`config.mk`:
```
export PLATFORM = sky130hd
export DESIGN_NAME = fsk_tx_sched
export DESIGN_NICKNAME = d
export VERILOG_FILES = /design/src/rtl/fsk_tx_pkg.sv /design/src/rtl/sym_timer.sv /design/src/rtl/fsk_tx_sched.sv
export SDC_FILE = /design/constraint.sdc
export NUM_CORES = 1
export LEC_CHECK = 0
export CAP_MARGIN = 20
export CORE_MARGIN = 1.5
export CORE_UTILIZATION = 50
export DETAILED_ROUTE_END_ITERATION = 7
export PLACE_DENSITY_LB_ADDON = 0.12
export SETUP_SLACK_MARGIN = 0.3
export SYNTH_ARGS = -nofsm -noshare
export SYNTH_HDL_FRONTEND = slang
export SYNTH_SLANG_ARGS = --single-unit
```
`constraint.sdc`:
```
create_clock -name clk_sys -period 3.3 [get_ports clk_sys]
set_input_delay 0.495 -clock clk_sys [delete_from_list [all_inputs] [get_ports clk_sys]]
set_output_delay 0.495 -clock clk_sys [all_outputs]
set_load 0.05 [all_outputs]
```
`src/rtl/fsk_tx_pkg.sv`:
```
// Shared state type and widths for the 4FSK transmit frame scheduler.
// Used by fsk_tx_sched and sym_timer.
package fsk_tx_pkg;

    localparam int unsigned SYM_BITS = 16;
    localparam int unsigned PHASE_W  = 8;
    localparam int unsigned CNT_W    = 4;

    localparam logic [SYM_BITS-1:0] SYNC_WORD_DEFAULT = 16'hF0A5;

    typedef enum logic [1:0] {
        IDLE = 2'd0,
        SYNC = 2'd1,
        DATA = 2'd2
    } tx_state_t;

endpackage

```
`src/rtl/sym_timer.sv`:
```
// Symbol timer: phase counts clk_sys cycles within a symbol and sign_cnt
// counts symbols within a 16-symbol section. Held at zero while clear is high.
module sym_timer
    import fsk_tx_pkg::*;
#(
    parameter int unsigned SYM_LEN = 256
) (
    input  logic               clk_sys,
    input  logic               rst_n,
    input  logic               clear,
    input  logic               run,
    output logic [PHASE_W-1:0] phase,
    output logic [CNT_W-1:0]   sign_cnt,
    output logic               sym_end,
    output logic               sect_end
);

    localparam logic [PHASE_W-1:0] PHASE_LAST = PHASE_W'(SYM_LEN - 1);

    assign sym_end  = run && (phase == PHASE_LAST);
    assign sect_end = sym_end && (sign_cnt == '1);

    always_ff @(posedge clk_sys or negedge rst_n) begin
        if (!rst_n) begin
            phase    <= '0;
            sign_cnt <= '0;
        end else if (clear) begin
            phase    <= '0;
            sign_cnt <= '0;
        end else if (run) begin
            if (sym_end) begin
                phase    <= '0;
                sign_cnt <= sign_cnt + 1'b1;
            end else begin
                phase <= phase + 1'b1;
            end
        end
    end

endmodule

```
`src/rtl/fsk_tx_sched.sv`:
```
// 4FSK transmit frame scheduler: round-robin word arbiter, frame FSM and
// symbol-rate serialiser. Define FSK_TX_PREAMBLE_EN to prefix each frame with SYNC_WORD.
module fsk_tx_sched
    import fsk_tx_pkg::*;
#(
    parameter int unsigned          SYM_LEN   = 256,
    parameter logic [SYM_BITS-1:0]  SYNC_WORD = SYNC_WORD_DEFAULT,
    parameter logic                 IDLE_BIT  = 1'b0
) (
    input  logic                clk_sys,
    input  logic                rst_n,
    input  logic [1:0]          req_valid,
    input  logic [SYM_BITS-1:0] req_word0,
    input  logic [SYM_BITS-1:0] req_word1,
    output logic [1:0]          req_ready,
    output logic                out_bit,
    output logic                tx_en,
    output logic [PHASE_W-1:0]  phase,
    output logic [CNT_W-1:0]    sign_cnt,
    output logic                sign_clk,
    output logic                grant_id,
    output logic                frame_done
);

    tx_state_t           state_q;
    tx_state_t           state_d;
    logic [SYM_BITS-1:0] word_q;
    logic                grant_q;
    logic                last_q;
    logic                done_q;
    logic [1:0]          win;
    logic                win_id;
    logic                accept;
    logic                sym_end;
    logic                sect_end;

    // last_q resets to 1 so that requester 0 takes the first tie.
    always_comb begin
        win = '0;
        case (req_valid)
            2'b01:   win = 2'b01;
            2'b10:   win = 2'b10;
            2'b11:   win = last_q ? 2'b01 : 2'b10;
            default: win = '0;
        endcase
    end

    // ready is combinational from req_valid, so it is also masked while reset is held.
    assign req_ready = ((state_q == IDLE) && rst_n) ? win : '0;
    assign win_id    = req_ready[1];
    assign accept    = |(req_valid & req_ready);

    always_comb begin
        state_d = state_q;
        case (state_q)
            IDLE: begin
                if (accept) begin
`ifdef FSK_TX_PREAMBLE_EN
                    state_d = SYNC;
`else
                    state_d = DATA;
`endif
                end
            end
            SYNC: begin
                if (sym_end && sect_end) state_d = DATA;
            end
            DATA: begin
                if (sym_end && sect_end) state_d = IDLE;
            end
            default: state_d = IDLE;
        endcase
    end

    always_comb begin
        out_bit = IDLE_BIT;
        case (state_q)
            SYNC:    out_bit = SYNC_WORD[sign_cnt];
            DATA:    out_bit = word_q[sign_cnt];
            default: out_bit = IDLE_BIT;
        endcase
    end

    assign tx_en      = (state_q != IDLE);
    assign sign_clk   = tx_en && (phase == '0);
    assign grant_id   = grant_q;
    assign frame_done = done_q;

    always_ff @(posedge clk_sys or negedge rst_n) begin
        if (!rst_n) begin
            state_q <= IDLE;
            word_q  <= '0;
            grant_q <= 1'b0;
            last_q  <= 1'b1;
            done_q  <= 1'b0;
        end else begin
            state_q <= state_d;
            done_q  <= (state_q == DATA) && (state_d == IDLE);
            if (accept) begin
                word_q  <= win_id ? req_word1 : req_word0;
                grant_q <= win_id;
                last_q  <= win_id;
            end
        end
    end

    sym_timer #(
        .SYM_LEN (SYM_LEN)
    ) u_sym_timer (
        .clk_sys  (clk_sys),
        .rst_n    (rst_n),
        .clear    (state_q == IDLE),
        .run      (tx_en),
        .phase    (phase),
        .sign_cnt (sign_cnt),
        .sym_end  (sym_end),
        .sect_end (sect_end)
    );

endmodule
```
After elaboration in Yosys (flattened, before gate mapping) --
Memory sizes are Yosys's and may differ from the RTL's. Cells that the tools add are included.
Cells by class: $lt $le $gt $ge 1, multiplexer cells 18, reductions and logical operators 14, bitwise operators 1, $add $sub $neg 2, eq/ne operators 7
Operators with widths (number):
- $mux 8 | 3
- $mux 16 | 1
- $mux 4 | 3
- $pmux 2 s3 | 2
- $mux 2 | 5
- $add 8x1->8 const B | 1
- $eq 8x8->1 const B | 1
- $logic_not 8->1 | 1
- $eq 2x2->1 const B | 3
- $logic_and 1x1->1 | 6
- $reduce_bool 2->1 | 3
- $lt 4x5->1 const B | 1
- $add 4x1->4 const B | 1
- $bmux 1 s4 | 1
- $eq 2x1->1 const B | 2
- $eq 4x4->1 const B | 1
- $logic_not 2->1 | 2
- $and 2x2->2 | 1
- $mux 1 | 2
- $pmux 1 s2 | 1
- $reduce_and 2->1 | 1
- $reduce_or 2->1 | 1
Storage, ports and cells: memory bits (read-only) 16, input port bits 36, memories 1, register bits 33, logic and storage cells 51
Memories:
- (name not given) | depth 16, bits a word 1, read ports 1, clocked after memory_dff 0, wr ports 0, RTL line fsk_tx_sched.sv:78 | SYNC: out_bit = SYNC_WORD[sign_cnt];

Logic depth before layout (Yosys ltp) --
Gate-level depths: netlist of the first run.
depth in word-level cells 9, gate-level depth with buffers 8

By module --
A second synthesis of the first run with hierarchy kept.
Second synthesis, totals: cell total of the unflattened synthesis 198, area total of the unflattened synthesis 1865.5 µm²
By module, submodules not included:
- fsk_tx_sched | instances 1, area an instance 1226.2 µm², seq. area each 526.8 µm², cells each 131
- sym_timer | instances 1, area an instance 639.4 µm², seq. area each 300.3 µm², cells each 67

Worst setup path after synthesis of the first run --
No wires, ideal clock.
kind register to output, start point register u_sym_timer.sign_cnt[0], end point output out_bit, data required time 2805 ps, path buffers 1, arrival time 2122 ps, setup slack 683 ps, stages on the path, launching flop included 6, cell sequence dfrtp_1 buf_6 mux4_1 mux2_2 nand4_1 o211ai_1
On the way: longest elaborated chain between the ends 3, elaborated cells between the ends (all ways) 5, classes of those cells mux: 4; memory: 1
RTL lines:
- start, declared | RTL line sym_timer.sv:13 | output logic [CNT_W-1:0] sign_cnt,
- start signal, assigned | RTL line sym_timer.sv:33 | sign_cnt <= sign_cnt + 1'b1;
- $mem_v2 16x1 / $bmux 1 s4 (equally long branches)
- $mux 1, on equally long branches | RTL line fsk_tx_sched.sv:78, fsk_tx_sched.sv:79
- $pmux 1 s2 * | RTL line fsk_tx_sched.sv:77 | case (state_q)
- end, declared | RTL line fsk_tx_sched.sv:16 | output logic out_bit,
Mark *: on every way between the ends. The rest lies on a longest branch, timed or not. The select of a mux whose other input is x is not followed.

Final worst setup path of the first run --
start point register state_q[0], end point output sign_clk
On the way: longest elaborated chain between the ends 2
RTL lines:
- start, declared | RTL line fsk_tx_sched.sv:25 | tx_state_t state_q;
- start signal, assigned | RTL line fsk_tx_sched.sv:97 | state_q <= state_d;
- $reduce_bool 2->1 | RTL line fsk_tx_sched.sv:84 | assign tx_en = (state_q != IDLE);
- $logic_and 1x1->1 | RTL line fsk_tx_sched.sv:85 | assign sign_clk = tx_en && (phase == '0);
- end, declared | RTL line fsk_tx_sched.sv:20 | output logic sign_clk,
Every way passes these cells.

==> results.sh, run 1 <==
export IMPL_n_fill_cell=260
export IMPL_yosys_warnings=0
export IMPL_setup_ws_ns=0.4804
export IMPL_grt_pass1_wl_mm=6.417
export IMPL_cp_num_buf_inv=4
export IMPL_place_hpwl_mm=2.873
export IMPL_dp_cells=273
export IMPL_synth_top_family_by_area="simple AND/OR/NAND/NOR gates"
export IMPL_holdWs_ns=0.2565
export IMPL_busiest_layer="met2"
export IMPL_pin_count=55
export IMPL_power_uw=750.2
export IMPL_p_per_area_nw_per_um2=300.7
export IMPL_synthMuxAreaShare=0.1499
export IMPL_clock_skew_ns=0.006861
export IMPL_grtUsageMet2=0.3618
export IMPL_dieArea_um2=4062
export IMPL_netlist_area_um2=1844
export IMPL_track_usage=0.2050
export IMPL_critical_path_class="reg2out"
export IMPL_synthAdderAreaFrac=0.04749
export IMPL_synth_xor_area_share=0.04274
export IMPL_hp_class="in2async"
export IMPL_post_route_util=0.7248
export IMPL_numCtsBuffers=5
export IMPL_fmax_mhz=354.7
export IMPL_endpoint_kind="output pin"
export IMPL_routed_wl_mm=3.674
export IMPL_antenna_found_initial=0
export IMPL_vias=1482
export IMPL_grt_start_max_net_pins=37
export IMPL_required_ns=2.80
export IMPL_finalInstanceArea_um2=2495
export IMPL_holdBufCountCts=0
export IMPL_num_antenna_cells=0
export IMPL_root_buffer="clkbuf_8"
export IMPL_first_pass_iters=4
export IMPL_synth_nets=221
export IMPL_setup_viol=0
export IMPL_rows=21
export IMPL_hold_violations=0
export IMPL_arrival_ns=2.32
export IMPL_rsz0062_at_grt="no"
export IMPL_core_area_um2=3442
export IMPL_cpMostUsedCell="inv_1"
export IMPL_place_ws_ns=0.5146
export IMPL_synth_seq_cells=33
export IMPL_drive_gt1_frac=0.08936
export IMPL_gr_usage_met1=0.2334
export IMPL_fin_tns_setup_ns=0
export IMPL_ys_types=36
export IMPL_viasPerCell=5.274
export IMPL_crit_path_start_kind="flip-flop"
export IMPL_wl_per_cell_um=13.07
export IMPL_path_cells="inv_1 > ha_1 > buf_4 > inv_1 > and4_1 > clkdlybuf4s50_1"
export IMPL_grt_util_met3=0.06338
export IMPL_syn2layout_area_growth_pct=35.28
export IMPL_period_needed_ns=2.820
export IMPL_synthCells=178
export IMPL_drv_cap=0
export IMPL_status="completed"
export IMPL_drc=0
export IMPL_die_y_um=63.74
export IMPL_clk_latency_ns=0.28
export IMPL_cpPeakStageDelay_ns=0.80
export IMPL_leakage_nw=1.038
export IMPL_cts_sinks=33
export IMPL_port_buffers=54
export IMPL_synth_simple_gate_area_frac=0.1615
export IMPL_htreeDepth=2
export IMPL_grt_pass1_vias=1479
export IMPL_start_util=0.5358
export IMPL_slew_headroom=0.6497
export IMPL_most_common_layout_cells="clkdlybuf4s50_1 (51), dfrtp_1 (32), nand2_1 (20)"
export IMPL_grt_remaining_overflow=0
export IMPL_seq_area_frac_synth=0.4484
export IMPL_maxSlewViolCount=0
export IMPL_synth_avg_cell_area_um2=10.36
export IMPL_cp_slowest_cell="clkdlybuf4s50_1"
export IMPL_stdcell_count=281
export IMPL_clk_pin_slew_worst_paths_ns=0.07
export IMPL_clockBufferDepth=2
export IMPL_gp_congestion=0.7712
export IMPL_cts_tree="built"
export IMPL_dpl_cell_area_um2=2414
export IMPL_cp_top_family="buffers and inverters"
export IMPL_ant_nets=0
export IMPL_min_period_over_period=0.8544
export IMPL_layout_nets=277
export IMPL_irDropWorstVdd_mv=0.1970
export IMPL_worstPathMaxFanout=10
export IMPL_max_slew_worst_pin_slew_ns=0.5239
export IMPL_drtIter0Drc=85
export IMPL_synth_compound_area_frac=0.09905
export IMPL_layout_commonest_cell="clkdlybuf4s50_1"
export IMPL_die_w_um=63.74
## final timing paths
path | end | startpoint | cells after the start | slack, ns
setup / recovery | sign_clk | state_q[0] | 6 | 0.48
hold / removal | frame_done | rst_n | 2 | 0.26
setup reg to reg | frame_done | state_q[0] | 7 | 1.39
hold reg to reg | grant_id | grant_id | 1 | 0.47
max in group asynchronous | last_q | rst_n | 2 | 2.71
min in group clk_sys | grant_id | grant_id | 1 | 0.47
## state kept, by name, indices dropped and copies added (netlist names)
| name | count |
|---|---|
| last_q | 1 |
| grant_id | 1 |
| u_sym_timer.sign_cnt | 4 |
| word_q | 16 |
| u_sym_timer.phase | 8 |
| state_q | 2 |
| frame_done | 1 |
## area by class of cell
cell class,instances,area (um^2),area share
tap,46,57.56,0.02307
multi-input combinational,128,923.4,0.3701
clock inverter,2,10.01,0.004012
timing repair buffer,58,574.3,0.2302
clock buffer,6,72.57,0.02909
sequential,33,827.0,0.3315
inverter,8,30.03,0.01204
## per-layer routing
metal  vias up  wire length (um)
li1        736                 -
met1       693              1543
met2        48              1882
met3         5               195
met4         0                53
met5         -                 0
## kinds of logic (layout without fill, tap and decap cells)
kind of cell	count (synthesis)	after routing
adder cells (fa/ha/maj)	7	7
AO/OA/AOI/OAI	29	29
flip-flops	33	33
AND/OR/NAND/NOR	60	60
buffers and inverters	17	74
multiplexers	23	23
XOR/XNOR	9	9
## cells in the mapped netlist, drive strengths merged
library cell,instances,area [um^2]
dfrtp,32,800.8
nand2,20,75.07
mux2i,19,190.2
o21ai,19,95.09
nor2,16,60.06
inv,8,30.03
ha,7,87.58
nand3,6,35.03
xnor2,6,52.55
clkbuf,5,18.77
nor4,5,37.53
buf,4,45.04
a21o,3,22.52
mux4,3,75.07
nor3,3,15.01
o211ai,3,36.28
xor2,3,26.28
a21oi,2,13.76
and4,2,17.52
nand3b,2,15.01
a211oi,1,7.510
dfstp,1,26.28
mux2,1,11.26
nand2b,1,6.260
nand4,1,6.260
nand4b,1,8.760
nor4b,1,8.760
o21a,1,7.510
or2,1,6.260
or3,1,6.260
## where the power goes
part | leakage [nW] | total, mW | switching [mW] | internal [mW]
Clock | 0.0450 | 0.288 | 0.142 | 0.146
Combinational | 0.555 | 0.0578 | 0.0180 | 0.0398
Sequential | 0.438 | 0.405 | 0 | 0.405
## timing repair
action	4_1_cts	5_1_grt
setup endpoints to repair	1	0
resized for setup	1	0
buffers inserted	0	0
Note: power is estimated with default switching activity, not from simulation.
==> inputs of run 2 (changes only) <==
--- a/config.mk
+++ b/config.mk
@@ -7,7 +7,7 @@
 export LEC_CHECK = 0
 export CAP_MARGIN = 20
 export CORE_MARGIN = 1.5
-export CORE_UTILIZATION = 50
+export CORE_UTILIZATION = 30
 export DETAILED_ROUTE_END_ITERATION = 7
 export PLACE_DENSITY_LB_ADDON = 0.12
 export SETUP_SLACK_MARGIN = 0.3
==> results.sh, run 2 (synthesized netlist as in run 1, its figures left out) <==
export IMPL_post_cts_setup_buffer_count=0
export IMPL_max_slew_worst_pin_slew_ns=0.5157
export IMPL_syn2layout_area_growth_pct=37.65
export IMPL_viasPerCell=4.691
export IMPL_clk_pin_slew_worst_paths_ns=0.07
export IMPL_clock_skew_ns=0.007071
export IMPL_cp_top_family="multiplexers"
export IMPL_setup_viol=0
export IMPL_ant_nets=0
export IMPL_ctsResizeCount=0
export IMPL_cp_slowest_cell="clkdlybuf4s50_1"
export IMPL_vias=1459
export IMPL_drc=0
export IMPL_rows=28
export IMPL_maxSlewViolCount=0
export IMPL_n_fill_cell=598
export IMPL_grt_pass1_wl_mm=6.396
export IMPL_grt_pass1_vias=1338
export IMPL_track_usage=0.1289
export IMPL_slew_headroom=0.6551
export IMPL_antenna_found_initial=0
export IMPL_leakage_nw=1.036
export IMPL_hold_violations=0
export IMPL_clk_latency_ns=0.28
export IMPL_largest_reg_flops=16
export IMPL_htreeDepth=2
export IMPL_fmax_mhz=344.7
export IMPL_endpoint_kind="output pin"
export IMPL_regMostFlops="word_q"
export IMPL_num_antenna_cells=0
export IMPL_gp_congestion=0.7502
export IMPL_top_regs="word_q (16), u_sym_timer.phase (8), u_sym_timer.sign_cnt (4)"
export IMPL_numCtsBuffers=5
export IMPL_root_buffer="clkbuf_8"
export IMPL_crit_path_start_kind="flip-flop"
export IMPL_drive_gt1_frac=0.08898
export IMPL_die_y_um=81.41
export IMPL_dieArea_um2=6627
export IMPL_worstPathMaxFanout=3
export IMPL_routed_wl_mm=3.797
export IMPL_cts_sinks=33
export IMPL_irDropWorstVdd_mv=0.1192
export IMPL_start_util=0.3115
export IMPL_holdBufCountCts=0
export IMPL_path_cells="mux4_1 > mux2_2 > nand4_1 > o211ai_1 > clkdlybuf4s50_1"
export IMPL_arrival_ns=2.41
export IMPL_layout_commonest_cell="clkdlybuf4s50_1"
export IMPL_grt_start_max_net_pins=37
export IMPL_die_w_um=81.41
export IMPL_pin_count=55
export IMPL_port_buffers=54
export IMPL_drv_cap=0
export IMPL_drtIter0Drc=44
export IMPL_first_pass_iters=4
export IMPL_fin_tns_setup_ns=0
export IMPL_core_area_um2=5921
export IMPL_p_per_area_nw_per_um2=295.7
export IMPL_critical_path_class="reg2out"
export IMPL_period_needed_ns=2.901
export IMPL_wl_per_cell_um=12.21
export IMPL_cts_tree="built"
export IMPL_cp_num_buf_inv=1
export IMPL_power_uw=750.6
export IMPL_min_period_over_period=0.8792
export IMPL_required_ns=2.80
export IMPL_rsz0062_at_grt="no"
export IMPL_cpPeakStageDelay_ns=0.71
export IMPL_clockBufferDepth=2
export IMPL_hp_class="in2async"
export IMPL_place_hpwl_mm=2.850
export IMPL_grt_remaining_overflow=0
export IMPL_status="completed"
export IMPL_most_common_layout_cells="clkdlybuf4s50_1 (52), dfrtp_1 (32), nand2_1 (20)"
export IMPL_layout_nets=278
==> run 2: cell count changes in the layout (fill, tap and decap cells not counted) <==
| cell | before | now |
|---|---|---|
| clkinv_2 | 2 | 1 |
| buf_4 | 4 | 5 |
| clkdlybuf4s50_1 | 51 | 52 |
| clkbuf_1 | 1 | 2 |
| dlygate4sd2_1 | 1 | 0 |
==> run 2: path summary, 6_finish.rpt <==
kind | startpoint | end | slack (ns) | depth (start not counted)
max | u_sym_timer.sign_cnt[0] | out_bit | 0.40 | 5
min | rst_n | u_sym_timer.phase[5] | 0.27 | 2
max reg2reg | state_q[0] | word_q[0] | 1.37 | 7
min reg2reg | grant_id | grant_id | 0.48 | 1
max in group asynchronous | rst_n | last_q | 2.67 | 2
min in group clk_sys | grant_id | grant_id | 0.48 | 1
==> run 2: layer usage <==
| metal | track usage | vias up | part of all wire |
|---|---|---|---|
| li1 | - | 738 | - |
| met1 | 0.1761 | 668 | 0.49 |
| met2 | 0.1868 | 48 | 0.44 |
| met3 | 0.04494 | 5 | 0.062 |
| met4 | 0.04655 | 0 | 0.012 |
| met5 | 0 | - | 0 |
==> run 2: power breakdown <==
group	internal (mW)	switching (mW)	total, mW	leakage, nW
Sequential	0.405	0	0.405	0.438
Combinational	0.0397	0.0185	0.0582	0.556
Clock	0.148	0.140	0.288	0.0422
Total	0.592	0.159	0.751	1.04
==> run 2: area by class of cell <==
class	instances	area, um^2	share of cell area
multi-input combinational	128	923.4	0.3637
clock buffer	7	76.32	0.03006
inverter	8	30.03	0.01183
timing repair buffer	59	583.1	0.2297
clock inverter	1	5.005	0.001971
tap	75	93.84	0.03696
sequential	33	827.0	0.3258
==> run 2: per-stage QoR <==
stage / instance area (um^2) / util / cells / hold slack (ns) / setup WS [ns]
floorplan: 1844 / - / 178 / 0.1994 / 0.6827
global placement: 2457 / 0.4150 / 303 / 0.4584 / 0.7035
detailed placement: 2457 / 0.4150 / 303 / 0.4686 / 0.6765
CTS: 2539 / 0.4288 / 311 / 0.2859 / 0.3522
global route: 2539 / 0.4288 / 311 / 0.3147 / 0.3378
finish: 2539 / 0.4288 / 311 / 0.2720 / 0.3988
